==> src/rtl/vmem_pkg.sv <==
// Shared definitions for the vector/scalar data-buffer sequencer.
// Holds the state encoding, default geometry and the lane width.
package vmem_pkg;

  localparam int unsigned VMEM_LANES  = 16;
  localparam int unsigned VMEM_ADDR_W = 18;
  localparam int unsigned LANE_W      = 16;

  typedef enum logic [1:0] {
    ST_IDLE,
    ST_ACCESS,
    ST_DRAIN,
    ST_DONE
  } state_e;

  function automatic int unsigned idx_width(input int unsigned n);
    return (n > 1) ? $clog2(n) : 1;
  endfunction

endpackage

==> src/rtl/vmem_seq_if.sv <==
// Request/response bus between a requester and the vmem_seq sequencer.
interface vmem_seq_if
  import vmem_pkg::*;
#(
  parameter int unsigned LANES = VMEM_LANES
);

  logic                      req_valid;
  logic                      req_ready;
  logic                      req_write;
  logic                      req_vec;
  logic [31:0]               req_addr;
  logic [LANE_W-1:0]         req_wdata_s;
  logic [LANE_W*LANES-1:0]   req_wdata_v;
  logic                      resp_valid;
  logic [LANE_W-1:0]         resp_rdata_s;
  logic [LANE_W*LANES-1:0]   resp_rdata_v;

  modport master (
    output req_valid, req_write, req_vec, req_addr, req_wdata_s, req_wdata_v,
    input  req_ready, resp_valid, resp_rdata_s, resp_rdata_v
  );

  modport slave (
    input  req_valid, req_write, req_vec, req_addr, req_wdata_s, req_wdata_v,
    output req_ready, resp_valid, resp_rdata_s, resp_rdata_v
  );

endinterface

==> src/rtl/vmem_lane_buf.sv <==
// Vector result register with per-lane capture, plus a lane-select mux
// used to pick the next store lane out of a latched vector.
module vmem_lane_buf
  import vmem_pkg::*;
#(
  parameter  int unsigned LANES = VMEM_LANES,
  localparam int unsigned IDX_W = idx_width(LANES)
) (
  input  logic                    clk,
  input  logic                    rst_n,
  input  logic                    wr_en,
  input  logic [IDX_W-1:0]        wr_lane,
  input  logic [LANE_W-1:0]       wr_data,
  output logic [LANE_W*LANES-1:0] q,
  input  logic [LANE_W*LANES-1:0] sel_vec,
  input  logic [IDX_W-1:0]        sel_idx,
  output logic [LANE_W-1:0]       sel_data
);

  logic [LANE_W*LANES-1:0] buf_q, buf_d;

  always_comb begin
    buf_d = buf_q;
    for (int unsigned i = 0; i < LANES; i++) begin
      if (wr_en && (wr_lane == IDX_W'(i))) begin
        buf_d[i*LANE_W +: LANE_W] = wr_data;
      end
    end
  end

  always_comb begin
    sel_data = '0;
    for (int unsigned i = 0; i < LANES; i++) begin
      if (sel_idx == IDX_W'(i)) begin
        sel_data = sel_vec[i*LANE_W +: LANE_W];
      end
    end
  end

  always_ff @(posedge clk or negedge rst_n) begin
    if (!rst_n) begin
      buf_q <= '0;
    end else begin
      buf_q <= buf_d;
    end
  end

  assign q = buf_q;

endmodule

==> src/rtl/vmem_seq.sv <==
// Sequences one scalar or LANES-wide vector load/store per request onto a
// 16-bit synchronous data buffer, one element per cycle.
module vmem_seq
  import vmem_pkg::*;
#(
  parameter int unsigned LANES  = VMEM_LANES,
  parameter int unsigned ADDR_W = VMEM_ADDR_W
) (
  input  logic              clk,
  input  logic              rst_n,
  vmem_seq_if.slave         bus,
  output logic [ADDR_W-1:0] mem_addr,
  output logic [LANE_W-1:0] mem_wdata,
  output logic              mem_wren,
  input  logic [LANE_W-1:0] mem_q
);

  localparam int unsigned IDX_W = idx_width(LANES);
  localparam logic [IDX_W-1:0] LAST_IDX = IDX_W'(LANES - 1);

  state_e                  state_q, state_d;
  logic                    req_ready_q, req_ready_d;
  logic                    resp_valid_q, resp_valid_d;
  logic [ADDR_W-1:0]       mem_addr_q, mem_addr_d;
  logic [LANE_W-1:0]       mem_wdata_q, mem_wdata_d;
  logic                    mem_wren_q, mem_wren_d;
  logic                    write_q, write_d;
  logic                    vec_q, vec_d;
  logic [LANE_W*LANES-1:0] wdata_v_q, wdata_v_d;
  logic [IDX_W-1:0]        idx_q, idx_d;
  logic                    cap_en_q, cap_en_d;
  logic [IDX_W-1:0]        cap_idx_q, cap_idx_d;
  logic [LANE_W-1:0]       rdata_s_q, rdata_s_d;

  logic [IDX_W-1:0]        next_idx;
  logic [LANE_W-1:0]       next_lane_wdata;

  assign next_idx = idx_q + IDX_W'(1);

  generate
    if (ADDR_W < 32) begin : g_addr_unused
      // Upper element-address bits are deliberately ignored.
      logic unused_addr_hi;
      assign unused_addr_hi = ^bus.req_addr[31:ADDR_W];
    end
  endgenerate

  // Read data for the element addressed in the previous cycle arrives now,
  // so captures trail the address stream by one cycle (hence DRAIN on loads).
  vmem_lane_buf #(
    .LANES (LANES)
  ) u_lane_buf (
    .clk      (clk),
    .rst_n    (rst_n),
    .wr_en    (cap_en_q && vec_q),
    .wr_lane  (cap_idx_q),
    .wr_data  (mem_q),
    .q        (bus.resp_rdata_v),
    .sel_vec  (wdata_v_q),
    .sel_idx  (next_idx),
    .sel_data (next_lane_wdata)
  );

  assign rdata_s_d = (cap_en_q && !vec_q) ? mem_q : rdata_s_q;

  always_comb begin
    state_d      = state_q;
    req_ready_d  = req_ready_q;
    resp_valid_d = 1'b0;
    mem_addr_d   = mem_addr_q;
    mem_wdata_d  = mem_wdata_q;
    mem_wren_d   = 1'b0;
    write_d      = write_q;
    vec_d        = vec_q;
    wdata_v_d    = wdata_v_q;
    idx_d        = idx_q;
    cap_en_d     = 1'b0;
    cap_idx_d    = cap_idx_q;

    case (state_q)
      ST_IDLE: begin
        if (bus.req_valid) begin
          state_d     = ST_ACCESS;
          req_ready_d = 1'b0;
          write_d     = bus.req_write;
          vec_d       = bus.req_vec;
          wdata_v_d   = bus.req_wdata_v;
          idx_d       = '0;
          mem_addr_d  = bus.req_addr[ADDR_W-1:0];
          mem_wren_d  = bus.req_write;
          mem_wdata_d = bus.req_vec ? bus.req_wdata_v[LANE_W-1:0] : bus.req_wdata_s;
        end
      end
      ST_ACCESS: begin
        cap_en_d  = !write_q;
        cap_idx_d = idx_q;
        if (vec_q && (idx_q != LAST_IDX)) begin
          idx_d       = next_idx;
          mem_addr_d  = mem_addr_q + ADDR_W'(1);
          mem_wdata_d = next_lane_wdata;
          mem_wren_d  = write_q;
        end else begin
          state_d      = write_q ? ST_DONE : ST_DRAIN;
          resp_valid_d = write_q;
        end
      end
      ST_DRAIN: begin
        state_d      = ST_DONE;
        resp_valid_d = 1'b1;
      end
      ST_DONE: begin
        state_d     = ST_IDLE;
        req_ready_d = 1'b1;
      end
      default: begin
        state_d     = ST_IDLE;
        req_ready_d = 1'b1;
      end
    endcase
  end

  always_ff @(posedge clk or negedge rst_n) begin
    if (!rst_n) begin
      state_q      <= ST_IDLE;
      req_ready_q  <= 1'b1;
      resp_valid_q <= 1'b0;
      mem_addr_q   <= '0;
      mem_wdata_q  <= '0;
      mem_wren_q   <= 1'b0;
      write_q      <= 1'b0;
      vec_q        <= 1'b0;
      wdata_v_q    <= '0;
      idx_q        <= '0;
      cap_en_q     <= 1'b0;
      cap_idx_q    <= '0;
      rdata_s_q    <= '0;
    end else begin
      state_q      <= state_d;
      req_ready_q  <= req_ready_d;
      resp_valid_q <= resp_valid_d;
      mem_addr_q   <= mem_addr_d;
      mem_wdata_q  <= mem_wdata_d;
      mem_wren_q   <= mem_wren_d;
      write_q      <= write_d;
      vec_q        <= vec_d;
      wdata_v_q    <= wdata_v_d;
      idx_q        <= idx_d;
      cap_en_q     <= cap_en_d;
      cap_idx_q    <= cap_idx_d;
      rdata_s_q    <= rdata_s_d;
    end
  end

  assign bus.req_ready    = req_ready_q;
  assign bus.resp_valid   = resp_valid_q;
  assign bus.resp_rdata_s = rdata_s_q;
  assign mem_addr         = mem_addr_q;
  assign mem_wdata        = mem_wdata_q;
  assign mem_wren         = mem_wren_q;

endmodule

==> src/flat_wrapper.sv <==
// flat-port wrapper written by rule: the top's interface ports become plain ports
module vmem_seq_flat import vmem_pkg::*;
#(
  parameter int unsigned LANES  = VMEM_LANES,
  parameter int unsigned ADDR_W = VMEM_ADDR_W
)
  (clk, rst_n, mem_addr, mem_wdata, mem_wren, mem_q, bus_req_valid, bus_req_write, bus_req_vec, bus_req_addr, bus_req_wdata_s, bus_req_wdata_v, bus_req_ready, bus_resp_valid, bus_resp_rdata_s, bus_resp_rdata_v);
  vmem_seq_if #(.LANES(LANES)) bus_i ();
  input  logic clk;
  input  logic rst_n;
  output logic [ADDR_W-1:0] mem_addr;
  output logic [LANE_W-1:0] mem_wdata;
  output logic mem_wren;
  input  logic [LANE_W-1:0] mem_q;
  input wire logic [$bits(bus_i.req_valid)-1:0] bus_req_valid;
  input wire logic [$bits(bus_i.req_write)-1:0] bus_req_write;
  input wire logic [$bits(bus_i.req_vec)-1:0] bus_req_vec;
  input wire logic [$bits(bus_i.req_addr)-1:0] bus_req_addr;
  input wire logic [$bits(bus_i.req_wdata_s)-1:0] bus_req_wdata_s;
  input wire logic [$bits(bus_i.req_wdata_v)-1:0] bus_req_wdata_v;
  output wire logic [$bits(bus_i.req_ready)-1:0] bus_req_ready;
  output wire logic [$bits(bus_i.resp_valid)-1:0] bus_resp_valid;
  output wire logic [$bits(bus_i.resp_rdata_s)-1:0] bus_resp_rdata_s;
  output wire logic [$bits(bus_i.resp_rdata_v)-1:0] bus_resp_rdata_v;
  assign bus_i.req_valid = bus_req_valid;
  assign bus_i.req_write = bus_req_write;
  assign bus_i.req_vec = bus_req_vec;
  assign bus_i.req_addr = bus_req_addr;
  assign bus_i.req_wdata_s = bus_req_wdata_s;
  assign bus_i.req_wdata_v = bus_req_wdata_v;
  assign bus_req_ready = bus_i.req_ready;
  assign bus_resp_valid = bus_i.resp_valid;
  assign bus_resp_rdata_s = bus_i.resp_rdata_s;
  assign bus_resp_rdata_v = bus_i.resp_rdata_v;
  vmem_seq #(.LANES(LANES), .ADDR_W(ADDR_W)) u_core (.clk(clk), .rst_n(rst_n), .bus(bus_i), .mem_addr(mem_addr), .mem_wdata(mem_wdata), .mem_wren(mem_wren), .mem_q(mem_q));
endmodule
==> config.mk <==
export PLATFORM = sky130hd
export DESIGN_NAME = vmem_seq_flat
export DESIGN_NICKNAME = d
export VERILOG_FILES = /design/src/rtl/vmem_pkg.sv /design/src/rtl/vmem_seq_if.sv /design/src/rtl/vmem_lane_buf.sv /design/src/rtl/vmem_seq.sv /design/src/flat_wrapper.sv
export SDC_FILE = /design/constraint.sdc
export NUM_CORES = 1
export LEC_CHECK = 0
export ABC_AREA = 0
export BUFFER_PORTS_ARGS = -buffer_cell sky130_fd_sc_hd__buf_2
export CAP_MARGIN = 30
export CORE_AREA = 2 2 246 248
export CTS_CLUSTER_DIAMETER = 100
export DETAILED_ROUTE_END_ITERATION = 16
export DIE_AREA = 0 0 248 250
export PLACE_DENSITY = 0.72
export SLEW_MARGIN = 20
export SYNTH_ARGS = -nofsm -noshare
export SYNTH_HDL_FRONTEND = slang
export SYNTH_SLANG_ARGS = --single-unit
==> constraint.sdc <==
create_clock -name clk -period 2.25 [get_ports clk]
set_input_delay 0.1125 -clock clk [delete_from_list [all_inputs] [get_ports clk]]
set_output_delay 0.1125 -clock clk [all_outputs]
set_load 0.005 [all_outputs]
Word-level counts from Yosys, hierarchy flattened:

Index checks and enable logic that the tools add are counted.

* bits in registers: 578
* input bits: 325
* output and inout port bits: 309
* logic and storage cells: 136

* add/sub/neg operators: 2
* equality and inequality tests: 37
* muxes and demuxes: 38
* reductions and logical operators: 30

Operator list (number)
* $mux W16: 19
* $eq A4 B4 Y1 const B: 16
* $mux W18: 2
* $pmux W18 S2: 1
* $eq A4 B3 Y1 const B: 8
* $pmux W16 S2: 1
* $logic_and A1 B1 Y1: 19
* $add A18 B1 Y18 const B: 1
* $eq A4 B2 Y1 const B: 4
* $eq A4 B1 Y1 const B: 2
* $logic_not A4 Y1: 2
* $mux W4: 2
* $pmux W2 S4: 1
* $pmux W4 S2: 1
* $mux W1: 6
* $pmux W1 S2: 3
* $reduce_and A2 Y1: 3
* $add A4 B1 Y4 const B: 1
* $eq A2 B2 Y1 const B: 2
* $mux W2: 2
* $ne A2 B2 Y1 const B: 2
* $ne A4 B4 Y1 const B: 1
* $reduce_bool A2 Y1: 2
* $reduce_and A3 Y1: 1
* other kinds (4): 5

Depth between registers and ports, before layout:

* word-level depth: 20
* gate-level depth with buffers: 12
* depth with buffers taken out: 9

By module:

From an unflattened synthesis, not the netlist that was laid out.

* cells, all modules: 1869
* area, all modules: 25162.9 sq um

By module, submodules not included
* vmem_seq: times used 1, cells an instance 899, area an instance 12962.4 sq um, sequential area each 8059.0 sq um
* vmem_lane_buf: times used 1, cells an instance 970, area an instance 12200.5 sq um, sequential area each 6406.1 sq um

Worst setup path after synthesis:

Ideal clock, no wire load.

* path kind: reg2reg
* from: register u_core.idx_q[0]
* to: register u_core.mem_wdata_q[2] (netlist: u_core.mem_wdata[2])
* library setup time: 123 ps
* data arrival time: 2208 ps
* required time: 2127 ps
* slack: -81 ps
* cell stages (with the launch flop): 11
* buffers on the path: 2
* period minus slack after synthesis: 2331 ps
* cell sequence: dfrtp_1 -> ha_1 -> buf_2 -> nor2b_4 -> buf_6 -> a221o_1 -> a22oi_1 -> o22ai_1 -> a2111oi_2 -> a221oi_2 -> o221a_1

* longest elaborated chain between the ends: 20
* elaborated cells between the ends (all ways): 39
* classes of those cells: 1 x add/sub; 17 x eq/ne; 18 x mux; 3 x reduce/logical

RTL lines
* start: declaration: RTL line vmem_seq.sv:30 `logic [IDX_W-1:0] idx_q, idx_d;`
* start signal: assignment: RTL line vmem_seq.sv:147 `idx_q <= idx_d;`
* $add A4 B1 Y4: RTL line vmem_seq.sv:38 `assign next_idx = idx_q + IDX_W'(1);`
* $logic_not A4 Y1: RTL line vmem_lane_buf.sv:34 `if (sel_idx == IDX_W'(i)) begin`
* $mux W16 (16 in series): RTL line vmem_lane_buf.sv:34
* $mux W16: RTL line vmem_seq.sv:97 `if (vec_q && (idx_q != LAST_IDX)) begin`
* $pmux W16 S2: RTL line vmem_seq.sv:80 `case (state_q)`
* end signal: assignment: RTL line vmem_seq.sv:142 `mem_wdata_q <= mem_wdata_d;`
* end: declaration: RTL line vmem_seq.sv:25 `logic [LANE_W-1:0] mem_wdata_q, mem_wdata_d;`

Parallel ways exist; a longest one is shown, timed or not. The select of a mux whose other input is x is not followed.
A chain may end at the register's enable or synchronous reset.

Worst setup path in the final report:

* from: register u_core.idx_q[0]
* to: register u_core.mem_wdata_q[7] (netlist: u_core.mem_wdata[7])

Same word-level chain as after synthesis.

==> impl_summary.log <==
[metrics] Post-Layout Cell Count: ~3,800
[metrics] Die Outline Area: roughly 62,000 sq um
[metrics] fraction of the yosys area taken by sequential cells: 0.5746
[metrics] cell leakage power: 0.01711 uW
[metrics] total of buffers placed on input and output ports: 619
[metrics] pre-CTS setup slack: -415.9 ps
[metrics] async set or reset register ratio after synthesis: 1.000
[metrics] drt total wl: about 98,000 um
[metrics] Worst Reg-to-Reg Cells: 11
[metrics] Net Count, Synth: roughly 2,300
[metrics] Max rail drop VDD: 0.9502 mV
[metrics] reg2reg setup slack: -260 ps
[metrics] combined area of all synthesized cells: ~25,000 sq um
[metrics] mean cell area of the mapped netlist: ~13 sq um
[metrics] vias per cell: 5.685
[metrics] worst reg2reg endpoint: u_core.mem_wdata[7]$_DFFE_PN0P_
[metrics] via count: ~22,000
[metrics] relative area change from synthesis to final layout: 44.01%
[metrics] dominant register cell in the synthesized netlist: dfrtp_1
[metrics] maximum number of pins on one net before global-route repair: just under 100
[metrics] arrival time worst endpoint: about 3000 ps
[metrics] FMAX: between 300 and 400 MHz
[metrics] clk_lat worst skew: between 600 and 700 ps
[metrics] post-route fraction of the period consumed by the critical path: 1.114
[metrics] Synth area leader: dfrtp_1
[metrics] vias in the first global route: ~22,000
[metrics] detailed-router iteration count before antenna repair: 7
[metrics] worst clock skew on the final layout: 51.28 ps
[metrics] maximum clock path buffer count: 3
[metrics] max-capacitance violation count: 0
[metrics] number of warning messages in the yosys log: 0
[metrics] fill cell instance count of the final layout: 4,441
[metrics] worst-path maximum fanout: 5
[metrics] Routed Antenna Nets: 0
[metrics] Syn Inst Count: between 1,500 and 2,000
[metrics] Worst Setup Path Type: reg -> reg
[metrics] detailed-route DRC error count: 0
[metrics] DRT iter0 DRCs: between 2,000 and 2,500
[metrics] Inst Count DP: between 3,000 and 4,000
[metrics] Horiz. Die Dim: ~250 um
[metrics] post-synth cell types: slightly below 80
[metrics] final RePlAce weighted congestion: between 0.9 and 1
[metrics] worst setup margin: -256.1 ps
[metrics] Die H: between 200 and 300 um
[metrics] clock buffer count from CTS: a little over 60
[metrics] initial standard-cell utilization of the core: 0.4226
[metrics] Final Max Tran Viols: 0
[metrics] residual overflow from global routing: 0
[metrics] fin area: approximately 36,000 sq um
[metrics] wire length of the first global-routing pass: 142,800 um
[metrics] data required time at the worst endpoint: about 2700 ps
[metrics] violations in the final reports: negative setup slack
[metrics] worst min-delay path class: in -> async
[metrics] Std-Cell Rows: 90
[metrics] Critical Path End Type: flip-flop
[metrics] clock transition at the register clock pins on the worst setup and hold paths after CTS: roughly 60 ps
[metrics] Post-synth EDFFs: 0
[metrics] ordered list of cells on the worst path: buf_4, ha_4, nor2b_4, buf_6, a221oi_4, o31ai_2, a21oi_1, buf_4, o2111ai_2, o211ai_1, a21oi_1
[metrics] clock root buffer: clkbuf_16
[metrics] Area contributors post-synth: dfrtp_1, mux2_2, a21oi_1
[metrics] number of antenna violations at the first check in global routing: 4
[metrics] fin util: 0.6086
[metrics] detailed-route wire length per cell: 25.89 um
[metrics] hold violation count in the final report: 0
[metrics] Clock Sinks: roughly 580
[metrics] overall global routing resource usage: 0.3089
[metrics] setup repair after global routing missed its margin: yes
[metrics] maximum cell stage delay along the critical path: approximately 440 ps
[metrics] worst hold slack after final layout: around 9.9 ps
[metrics] Crit Reg-Reg Startpoint: u_core.idx_q[0]$_DFFE_PN0P_
[metrics] transition at the pin with the smallest max-transition slack: 691.1 ps
[metrics] final HPWL from detailed placement: 69,030 um
[metrics] proportion of netlist area held by the largest area contributor: 0.5736
[metrics] final setup violation count: 18
[metrics] power per standard cell area: between 1000 and 1500 nW/um^2
[metrics] TritonCTS clock tree: done
[metrics] min Tclk post-route: 2506 ps
[metrics] IO Count: 634
[metrics] Synth Register Bits: 578
[metrics] Cell Area, Placed: between 30,000 and 40,000 sq um
[metrics] area of the core region: roughly 60,000 sq um
[metrics] run status: finished, violations left
[metrics] final layout net count: 3,290
[metrics] layout cell share with drive strength beyond 1: 0.5268
[metrics] cell with the largest stage delay on the worst path: dfrtp_2
[metrics] CTS H-tree lvls: 2
[metrics] relative slew slack: 0.5388
[metrics] sort of element at the start of the critical path: flip-flop
==> placed cells by master, fill, tap and decap left out, types with 26 or more instances in the layout <==
cell,instances
buf_2,618
dfrtp_1,575
mux2_2,532
dlygate4sd3_1,278
buf_4,167
nand2_1,90
nor2_1,74
o21ai_0,64
clkbuf_16,63
a21oi_1,62
nand3_1,26
==> power by group <==
group | switching (uW) | internal, uW | total (uW)
sequential | 3030 | 13800 | 16900
combinational | 7710 | 7840 | 15500
clock | 4400 | 6690 | 11100
==> layout make-up <==
type / count / area [sq um] / share of cell area
diodes: 6 / 15.01 / 0.0004142
repair buffers: 1101 / 7809 / 0.2154
clock inverters: 30 / 478.0 / 0.01318
well taps: 782 / 978.4 / 0.02699
inverters: 25 / 96.34 / 0.002657
clock buffers: 83 / 1770 / 0.04884
flip-flops and latches: 578 / 14470 / 0.3991
multi-input cells: 1188 / 10640 / 0.2935
==> stage by stage <==
stage / power, uW / TNS, ps
2_1_floorplan: 23370 / -40.24
3_3_place_gp: 29790 / -3820
3_5_place_dp: 30220 / -5477
4_1_cts: 42310 / -930.5
5_1_grt: 45190 / -4224
6_report: 43500 / -2252
==> how the worst max path moves through the flow <==
stage | start | to | slack [ps] | cells past startpoint
2_1_floorplan | u_core.idx_q[0]$_DFFE_PN0P_ | u_core.mem_wdata[2]$_DFFE_PN0P_ | -40 | 10
3_3_place_gp | u_core.idx_q[0]$_DFFE_PN0P_ | u_core.mem_wdata[11]$_DFFE_PN0P_ | -310 | 9
3_5_place_dp | u_core.idx_q[0]$_DFFE_PN0P_ | u_core.mem_wdata[11]$_DFFE_PN0P_ | -420 | 9
4_1_cts | u_core.idx_q[0]$_DFFE_PN0P_ | u_core.mem_wdata[13]$_DFFE_PN0P_ | -160 | 8
5_1_grt | u_core.idx_q[1]$_DFFE_PN0P_ | u_core.mem_wdata[13]$_DFFE_PN0P_ | -300 | 11
6_report | u_core.idx_q[0]$_DFFE_PN0P_ | u_core.mem_wdata[7]$_DFFE_PN0P_ | -260 | 11
==> timing repair <==
| item | 4_1_cts | 5_1_grt |
|---|---|---|
| gates resized for setup | 73 | 52 |
| buffers inserted | 8 | 7 |
| hold endpoints to repair | 854 | 0 |
| hold buffers | 278 | 0 |
| pin swaps | 26 | 24 |
| gates cloned | 2 | 1 |
| setup endpoints to repair | 32 | 72 |
==> cell usage after synthesis (8+ instances only) <==
cell	number
nand4_1	9
a22oi_1	29
mux2i_1	18
a222oi_1	9
buf_2	60
a221oi_1	21
a32oi_1	8
o221ai_1	19
inv_1	24
nand3_1	26
dfrtp_1	577
nor2_1	92
o21ai_0	69
buf_1	8
o211ai_1	8
nand2_1	93
mux2_2	532
nor3_1	20
a211oi_1	18
a21oi_1	76
o22ai_1	25
o31ai_1	14
clkbuf_1	54
ha_1	10
==> per-layer routing <==
layer | share of wire | global-route usage | vias up
met3 | 0.086 | 0.06356 | 363
met4 | 0.062 | 0.1661 | 2
met2 | 0.47 | 0.4973 | 1303
met5 | 0.00013 | 0 | -
li1 | - | - | 9117
met1 | 0.38 | 0.3897 | 10780
==> worst max-delay path, delay by kind of cell (launching register included) <==
kind | cells | cell delay (ps)
buffers and inverters | 3 | 430
AND/OR/NAND/NOR | 1 | 150
adder cells (fa/ha/maj) | 1 | 160
flip-flops | 1 | 440
AO/OA/AOI/OAI | 6 | 1200
==> state kept, by name, summed over array words and instances, names as in the netlist <==
register / cells
u_core.bus.req_ready: 1
u_core.bus.resp_rdata_s: 16
u_core.bus.resp_valid: 1
u_core.cap_en_q: 1
u_core.cap_idx_q: 4
u_core.idx_q: 4
u_core.mem_addr: 18
u_core.mem_wdata: 16
u_core.mem_wren: 1
u_core.state_q: 2
u_core.u_lane_buf.q: 256
u_core.vec_q: 1
u_core.wdata_v_q: 256
u_core.write_q: 1
==> kinds of logic (layout without fill, tap and decap cells) <==
logic type,Yosys count,count (layout),synth area share
AO/OA/AOI/OAI,347,347,0.09617
buffers and inverters,156,1239,0.02808
multiplexers,550,550,0.2451
AND/OR/NAND/NOR,280,281,0.05104
adder cells (fa/ha/maj),10,10,0.004970
flip-flops,578,578,0.5746
other,0,6,0
No activity file was read; power rests on OpenSTA's default activity.
